**config.mk**
```make
export PLATFORM = sky130hd
export DESIGN_NAME = spaceship_angle_ctrl
export DESIGN_NICKNAME = d
export VERILOG_FILES = /design/src/rtl/spaceship_angle_ctrl.sv
export SDC_FILE = /design/constraint.sdc
export NUM_CORES = 1
export LEC_CHECK = 0
export CAP_MARGIN = 20
export CORE_ASPECT_RATIO = 1.4
export CORE_MARGIN = 10
export CORE_UTILIZATION = 45
export DETAILED_ROUTE_END_ITERATION = 16
export PLACE_DENSITY = 0.66
export REMOVE_ABC_BUFFERS = 1
export SLEW_MARGIN = 20
export SYNTH_ARGS = -nofsm -noshare
export SYNTH_HDL_FRONTEND = slang
export SYNTH_SLANG_ARGS = --single-unit
```
**constraint.sdc**
```tcl
create_clock -name clk -period 2.3 [get_ports clk]
set_input_delay 0.46 -clock clk [delete_from_list [all_inputs] [get_ports clk]]
set_output_delay 0.46 -clock clk [all_outputs]
set_load 0.005 [all_outputs]
```
**src/rtl/spaceship_angle_ctrl.sv**
```systemverilog
`default_nettype none
// ============================================================================
// Module   : spaceship_angle_ctrl
// Purpose  : Turns two raw rotate buttons into a 16-position sprite angle.
//            Each button is synchronised and debounced; a tap gives one step
//            on the next frame tick, and a held button auto-repeats after an
//            initial delay. Angle only ever moves on a frame tick.
// Ports    : clk           - single clock, rising edge
//            rst_n         - asynchronous active-low reset
//            btn_left      - raw button, active high (rotate -1)
//            btn_right     - raw button, active high (rotate +1)
//            frame_tick    - one-cycle pulse at vblank start
//            angle         - registered rotation index 0..15
//            angle_changed - one-cycle pulse in the cycle angle updates
// Revision : 1.0 - initial release
// ============================================================================
module spaceship_angle_ctrl #(
    parameter int DEBOUNCE_CYCLES     = 125000,
    parameter int REPEAT_DELAY_FRAMES = 20,
    parameter int REPEAT_RATE_FRAMES  = 4
) (
    input  logic       clk,
    input  logic       rst_n,
    input  logic       btn_left,
    input  logic       btn_right,
    input  logic       frame_tick,
    output logic [3:0] angle,
    output logic       angle_changed
);

    localparam int c_db_w    = $clog2(DEBOUNCE_CYCLES) + 1;
    localparam int c_fr_max  = (REPEAT_DELAY_FRAMES > REPEAT_RATE_FRAMES) ?
                               REPEAT_DELAY_FRAMES : REPEAT_RATE_FRAMES;
    localparam int c_fr_w    = $clog2(c_fr_max) + 1;

    localparam logic [c_db_w-1:0] c_db_last  = c_db_w'(DEBOUNCE_CYCLES - 1);
    localparam logic [c_fr_w-1:0] c_fr_delay = c_fr_w'(REPEAT_DELAY_FRAMES);
    localparam logic [c_fr_w-1:0] c_fr_rate  = c_fr_w'(REPEAT_RATE_FRAMES);
    localparam logic [c_fr_w-1:0] c_fr_one   = c_fr_w'(1);

    typedef enum logic [1:0] {
        ST_IDLE    = 2'd0,
        ST_PENDING = 2'd1,
        ST_DELAY   = 2'd2,
        ST_REPEAT  = 2'd3
    } state_t;

    // Bit 0 is the left button, bit 1 the right button throughout.
    logic [1:0]        sync1_q, sync1_d;
    logic [1:0]        sync2_q, sync2_d;
    logic [1:0]        db_q, db_d;
    logic [c_db_w-1:0] db_cnt_q [2];
    logic [c_db_w-1:0] db_cnt_d [2];

    state_t            state_q, state_d;
    logic              dir_q, dir_d;          // 1 = right, 0 = left
    logic [c_fr_w-1:0] frame_cnt_q, frame_cnt_d;
    logic [3:0]        angle_q, angle_d;
    logic              angle_changed_q, angle_changed_d;

    logic              w_eff_left;
    logic              w_eff_right;
    logic              w_eff_match;
    logic              w_step;

    // ------------------------------------------------------------------
    // Synchroniser and debounce
    // ------------------------------------------------------------------
    always_comb begin
        sync1_d = {btn_right, btn_left};
        sync2_d = sync1_q;
        for (int i = 0; i < 2; i++) begin
            db_d[i]     = db_q[i];
            db_cnt_d[i] = '0;
            if (sync2_q[i] != db_q[i]) begin
                // Accept the new level on the cycle the count reaches the
                // limit, and restart so a quick reversal is debounced afresh.
                if (db_cnt_q[i] == c_db_last) begin
                    db_d[i] = sync2_q[i];
                end else begin
                    db_cnt_d[i] = db_cnt_q[i] + 1'b1;
                end
            end
        end
    end

    // Both buttons held cancel each other out.
    assign w_eff_left  = db_q[0] & ~db_q[1];
    assign w_eff_right = db_q[1] & ~db_q[0];
    assign w_eff_match = dir_q ? w_eff_right : w_eff_left;

    // ------------------------------------------------------------------
    // Step / auto-repeat state machine
    // ------------------------------------------------------------------
    always_comb begin
        state_d     = state_q;
        dir_d       = dir_q;
        frame_cnt_d = frame_cnt_q;
        w_step      = 1'b0;
        case (state_q)
            ST_IDLE: begin
                // A coincident frame tick is deliberately ignored here.
                if (w_eff_left || w_eff_right) begin
                    dir_d   = w_eff_right;
                    state_d = ST_PENDING;
                end
            end
            ST_PENDING: begin
                // Button state is not consulted: a short tap still steps.
                if (frame_tick) begin
                    w_step      = 1'b1;
                    frame_cnt_d = c_fr_delay;
                    state_d     = ST_DELAY;
                end
            end
            ST_DELAY, ST_REPEAT: begin
                if (!w_eff_match) begin
                    state_d = ST_IDLE;
                end else if (frame_tick) begin
                    if (frame_cnt_q <= c_fr_one) begin
                        w_step      = 1'b1;
                        frame_cnt_d = c_fr_rate;
                        state_d     = ST_REPEAT;
                    end else begin
                        frame_cnt_d = frame_cnt_q - 1'b1;
                    end
                end
            end
            default: state_d = ST_IDLE;
        endcase
    end

    // 4-bit arithmetic gives the 15<->0 wrap for free.
    always_comb begin
        angle_d         = angle_q;
        angle_changed_d = w_step;
        if (w_step) begin
            angle_d = dir_q ? (angle_q + 4'd1) : (angle_q - 4'd1);
        end
    end

    always_ff @(posedge clk or negedge rst_n) begin
        if (!rst_n) begin
            sync1_q         <= '0;
            sync2_q         <= '0;
            db_q            <= '0;
            db_cnt_q[0]     <= '0;
            db_cnt_q[1]     <= '0;
            state_q         <= ST_IDLE;
            dir_q           <= 1'b1;
            frame_cnt_q     <= '0;
            angle_q         <= '0;
            angle_changed_q <= 1'b0;
        end else begin
            sync1_q         <= sync1_d;
            sync2_q         <= sync2_d;
            db_q            <= db_d;
            db_cnt_q[0]     <= db_cnt_d[0];
            db_cnt_q[1]     <= db_cnt_d[1];
            state_q         <= state_d;
            dir_q           <= dir_d;
            frame_cnt_q     <= frame_cnt_d;
            angle_q         <= angle_d;
            angle_changed_q <= angle_changed_d;
        end
    end

    assign angle         = angle_q;
    assign angle_changed = angle_changed_q;

endmodule
`default_nettype wire

```
## Word-level counts from Yosys, hierarchy flattened

Index checks and enable logic that the tools add are counted.

- Register bits: 56
- Output and inout port bits: 5

- Add/subtract/negate cells: 5
- $lt $le $gt $ge: 1
- Eq/ne operators: 13
- Mux-type cells: 22
- Bitwise operators: 4
- Reductions and logical operators: 9

Operator list:

| cell | count |
|---|---|
| $mux W18 | 4 |
| $add A18 B1 Y18 const B | 2 |
| $eq A18 B17 Y1 const B | 2 |
| $mux W6 | 4 |
| $pmux W6 S2 | 1 |
| $mux W2 | 5 |
| $ne A2 B2 Y1 const B | 4 |
| $reduce_and A4 Y1 | 2 |
| $le A6 B1 Y1 const B | 1 |
| $ne A3 B3 Y1 const B | 2 |
| $pmux W2 S3 | 1 |
| $reduce_and A2 Y1 | 3 |
| $sub A6 B1 Y6 const B | 1 |
| $mux W1 | 5 |
| $add A4 B1 Y4 const B | 1 |
| $eq A2 B2 Y1 const B | 2 |
| $mux W4 | 1 |
| $sub A4 B1 Y4 const B | 1 |
| $and A1 B1 Y1 | 2 |
| $eq A2 B1 Y1 const B | 1 |
| $logic_not A2 Y1 | 1 |
| $ne A1 B1 Y1 | 2 |
| $not A1 Y1 | 2 |
| $pmux W1 S2 | 1 |
| other kinds (3) | 3 |

## Depth between registers and ports, before layout

- Word-level depth: 5
- Gate-level depth with buffers: 7
- Mapped depth without buffers: 6

## Worst setup path after synthesis

No wires, ideal clock.

- Kind: reg2reg
- Start point: register frame_cnt_q[2]
- End point: register angle_q[1] (netlist: angle[1])
- Arrival time: 1777 ps
- Setup slack: 395 ps
- Stages on the path, launching flop included: 7
- Buffers on the path: 2
- Path through: dfrtp_1 or3_1 buf_2 o41ai_4 and2_1 buf_4 mux2_1

- Word-level cells in the longest chain between the ends: 5

RTL lines:

| what | line | source |
|---|---|---|
| start: declaration | 57 | `logic [c_fr_w-1:0] frame_cnt_q, frame_cnt_d;` |
| start signal: assignment | 162 | `frame_cnt_q <= frame_cnt_d;` |
| $le A6 B1 Y1 | 120 | `if (frame_cnt_q <= c_fr_one) begin` |
| $mux W1 | 120 |  |
| $mux W1 | 119 | `end else if (frame_tick) begin` |
| $mux W1 | 117 | `if (!w_eff_match) begin` |
| $pmux W1 S2 | 100 | `case (state_q)` |
| via angle_changed_d | 59 | `logic angle_changed_q, angle_changed_d;` |
| end signal: assignment | 163 | `angle_q <= angle_d;` |
| end: declaration | 58 | `logic [3:0] angle_q, angle_d;` |

The timed path passes the listed nets, and every way through them passes these cells.
A chain may end at the register's enable or synchronous reset.

## Worst setup path after layout

- Start point: register frame_cnt_q[2]
- End point: register angle_q[1] (netlist: angle[1])

- Word-level cells in the longest chain between the ends: 5

RTL lines:

| what | line |
|---|---|
| $le A6 B1 Y1 | 120 |
| $mux W1 | 120 |
| $mux W1 | 119 |
| $mux W1 | 117 |
| $pmux W1 S2 | 100 |

Every way passes these cells.

==> results.json <==
{
  "outcome": "finished, final reports clean",
  "syn_area_per_cell_um2": 10.1,
  "yosysTopAreaCell": "dfrtp_1",
  "start_util_pct": 45.9,
  "final_util_pct": 50.8,
  "cts_sinks": 56,
  "period_share_pct": 83.3,
  "cpLargestDelayFamily": "simple AND/OR/NAND/NOR gates",
  "worst-path-buf-inv": 0,
  "cts_setup_buffers": 0,
  "cts_tree": "done",
  "area_delta_synth_final_pct": 10.7,
  "globalRouteOverflowTotal": 0,
  "drt_iter0_drc": 92,
  "peakVddDrop_v": 0.000251,
  "grt_pass1_vias": 2112,
  "crit_type": "reg2reg",
  "num_vias": 2048,
  "p_leak_nw": 1.31,
  "swShare_pct": 23.3,
  "num_rows": 34,
  "skew_ns": 0.00772,
  "drv_slew": 0,
  "power.switching_mw": 0.376,
  "drc": 0,
  "finalWorstSetupSlack_ns": 0.384,
  "clock_latency_ns": 0.31,
  "cp_max_fo": 6,
  "hold_viol": 0,
  "worstSetupStartpointType": "register",
  "ant_nets": 0,
  "cts_inserted_buffers": 5,
  "die_h_um": 114,
  "die-area_um2": 9910,
  "layout_commonest_cell": "dfrtp_1",
  "syn_area_um2": 2830,
  "finish.net_count": 313,
  "drt-vias-per-instance": 5.51,
  "grt_max_degree": 30,
  "synth_cells": 280,
  "antenna_found_initial": 0,
  "seq_power_share_pct": 62.4,
  "ys_warn_count": 0,
  "drt_first_pass_iters": 4,
  "grt_pass1_wl_um": 9270,
  "power_frac_comb_pct": 3.9,
  "rsz0062_at_grt": "no",
  "cts_root_buffer": "clkbuf_8",
  "fmax_mhz": 522,
  "pre_cts_ws_ns": 0.415,
  "top_layer_used": "met4",
  "worstPathArrival_ns": 2.12,
  "clk_pin_slew_worst_paths_ns": 0.10,
  "power_density_nw_per_um2": 514,
  "die_w_um": 87.1,
  "path_cells": "or3_1, o41ai_4, and2_1, mux2_1",
  "mostFrequentLayoutCells": "dfrtp_1, nor2_1, xnor2_1",
  "grt.total_usage_pct": 11.1,
  "dr_wl_met3_um": 119,
  "layout_min_cycle_time_ns": 1.92,
  "wl_per_cell_um": 13.2,
  "ys_seq_area_share_pct": 49.5,
  "hpwlAfterDp_um": 3610,
  "timing.critical_path.slowest_stage_cell": "or3_1",
  "n_antenna_cell": 0,
  "internal_power_mw": 1.24,
  "synth_top_area_share_pct": 48.6,
  "cts_buffer_depth": 2,
  "finalInstanceArea_um2": 3140,
  "wl_met1_um": 2230,
  "tightest_slew_ns": 0.537,
  "hp-class": "in2async",
  "portBuffers": 9,
  "wl_met2_um": 2470,
  "cp_data_required_time_ns": 2.50,
  "setup_viol": 0,
  "cts_hold_buf": 0,
  "io-pin-count": 10,
  "globalplace.congestion": 0.853,
  "ys_types": 43,
  "tns_ns": 0,
  "slew_headroom_pct": 63.9,
  "clkPwrFrac_pct": 33.7,
  "post_cts_resized": 0,
  "synth-seq-cells": 56,
  "place_area_um2": 3050,
  "critical_path.max_stage_delay_ns": 0.48,
  "hold_slack_ns": 0.134,
  "ctsHtreeMaxLevel": 2,
  "yosys-top-cells-area": "dfrtp_1, xnor2_1, nor2_1, ha_1, xor2_1",
  "core_um2": 6170,
  "wl_um": 4920,
  "drive_gt1_share_pct": 9.67,
  "cp-end-kind": "register",
  "cap_violations": 0
}
==> cells in the mapped netlist <==
cell / instances
nand2_1: 15
and3_1: 5
or4_1: 2
nor3_1: 12
o22a_1: 1
nand3_2: 1
nand3b_1: 2
clkbuf_1: 2
nor4_1: 7
o31ai_1: 1
nand4b_1: 3
ha_1: 8
mux2_2: 2
a21oi_1: 16
o41ai_1: 2
nand2b_1: 2
o41ai_4: 2
o22ai_1: 1
nor2_1: 35
nand4_2: 1
buf_2: 3
and2_1: 2
nand4_1: 3
dfstp_2: 1
or4_4: 2
nand4_4: 1
or3_1: 9
mux2i_1: 1
fa_1: 1
nor4b_1: 1
dfrtp_1: 55
a22o_1: 1
mux2_1: 1
buf_4: 1
o21a_1: 1
xnor2_1: 19
o31ai_2: 1
a21o_1: 1
inv_1: 13
o21ai_0: 15
o211ai_1: 1
xor2_1: 10
nand3_1: 17
==> power by group through the flow <==
stage	Sequential (mW)	Clock [mW]	Combinational, mW
finish	1.01	0.543	0.0628
global route	1.01	0.607	0.0761
CTS	1.01	0.577	0.0658
detailed placement	1.03	0	0.0653
global placement	1.02	0	0.0643
floorplan	1.02	0	0.0253
==> state kept, by name, indices dropped and copies added, names as in the netlist <==
signal	count
sync1_q	2
frame_cnt_q	6
db_q	2
angle_changed	1
db_cnt_q	36
dir_q	1
sync2_q	2
angle	4
state_q	2
==> layer usage <==
metal  track usage [%]  vias to the layer above
met2              18.5                       20
met5                 0                        -
met4              4.55                        0
met3              2.28                       10
li1                  -                     1024
met1              13.5                      994
==> worst register-to-register path: stages, from the launching register on <==
cell and delay [ns]:
dfrtp_1 0.44, or3_1 0.48, o41ai_4 0.36, and2_1 0.20, mux2_1 0.32
==> logic make-up after synthesis <==
kind of cell,Yosys count,share of synthesized area (%)
compound gates,43,10.4
xor+xnor,29,8.97
fa+ha+maj,9,4.24
buf+inv,19,2.78
flops,56,49.5
mux,4,1.55
simple gates,120,22.6
==> area by class of cell <==
class	instances	area, um^2
fillers	546	3030
inverters	13	48.8
clock inverters	3	21.3
multi-input cells	205	1350
repair buffers	18	153
flip-flops and latches	56	1400
clock buffers	5	68.8
well taps	72	90.1
==> per-stage QoR <==
step                std cells  total power, mW
floorplan                 274             1.05
CTS                       372             1.65
global route              372             1.69
finish                    372             1.61
global placement          364             1.09
detailed placement        364             1.09
==> worst paths after layout <==
kind / slack [ns] / from / to / cells after the start
max: 0.38 / frame_cnt_q[2]$_DFFE_PN0P_ / angle[1]$_DFFE_PN0P_ / 4
min: 0.13 / rst_n / db_cnt_q[18]$_DFF_PN0_ / 2
max reg2reg: 0.38 / frame_cnt_q[2]$_DFFE_PN0P_ / angle[1]$_DFFE_PN0P_ / 4
min reg2reg: 0.37 / sync1_q[0]$_DFF_PN0_ / sync2_q[0]$_DFF_PN0_ / 0
max in group asynchronous: 1.82 / rst_n / dir_q$_DFFE_PN1P_ / 2
min in group clk: 0.37 / sync1_q[0]$_DFF_PN0_ / sync2_q[0]$_DFF_PN0_ / 0
No activity file was read; power rests on OpenSTA's default activity.
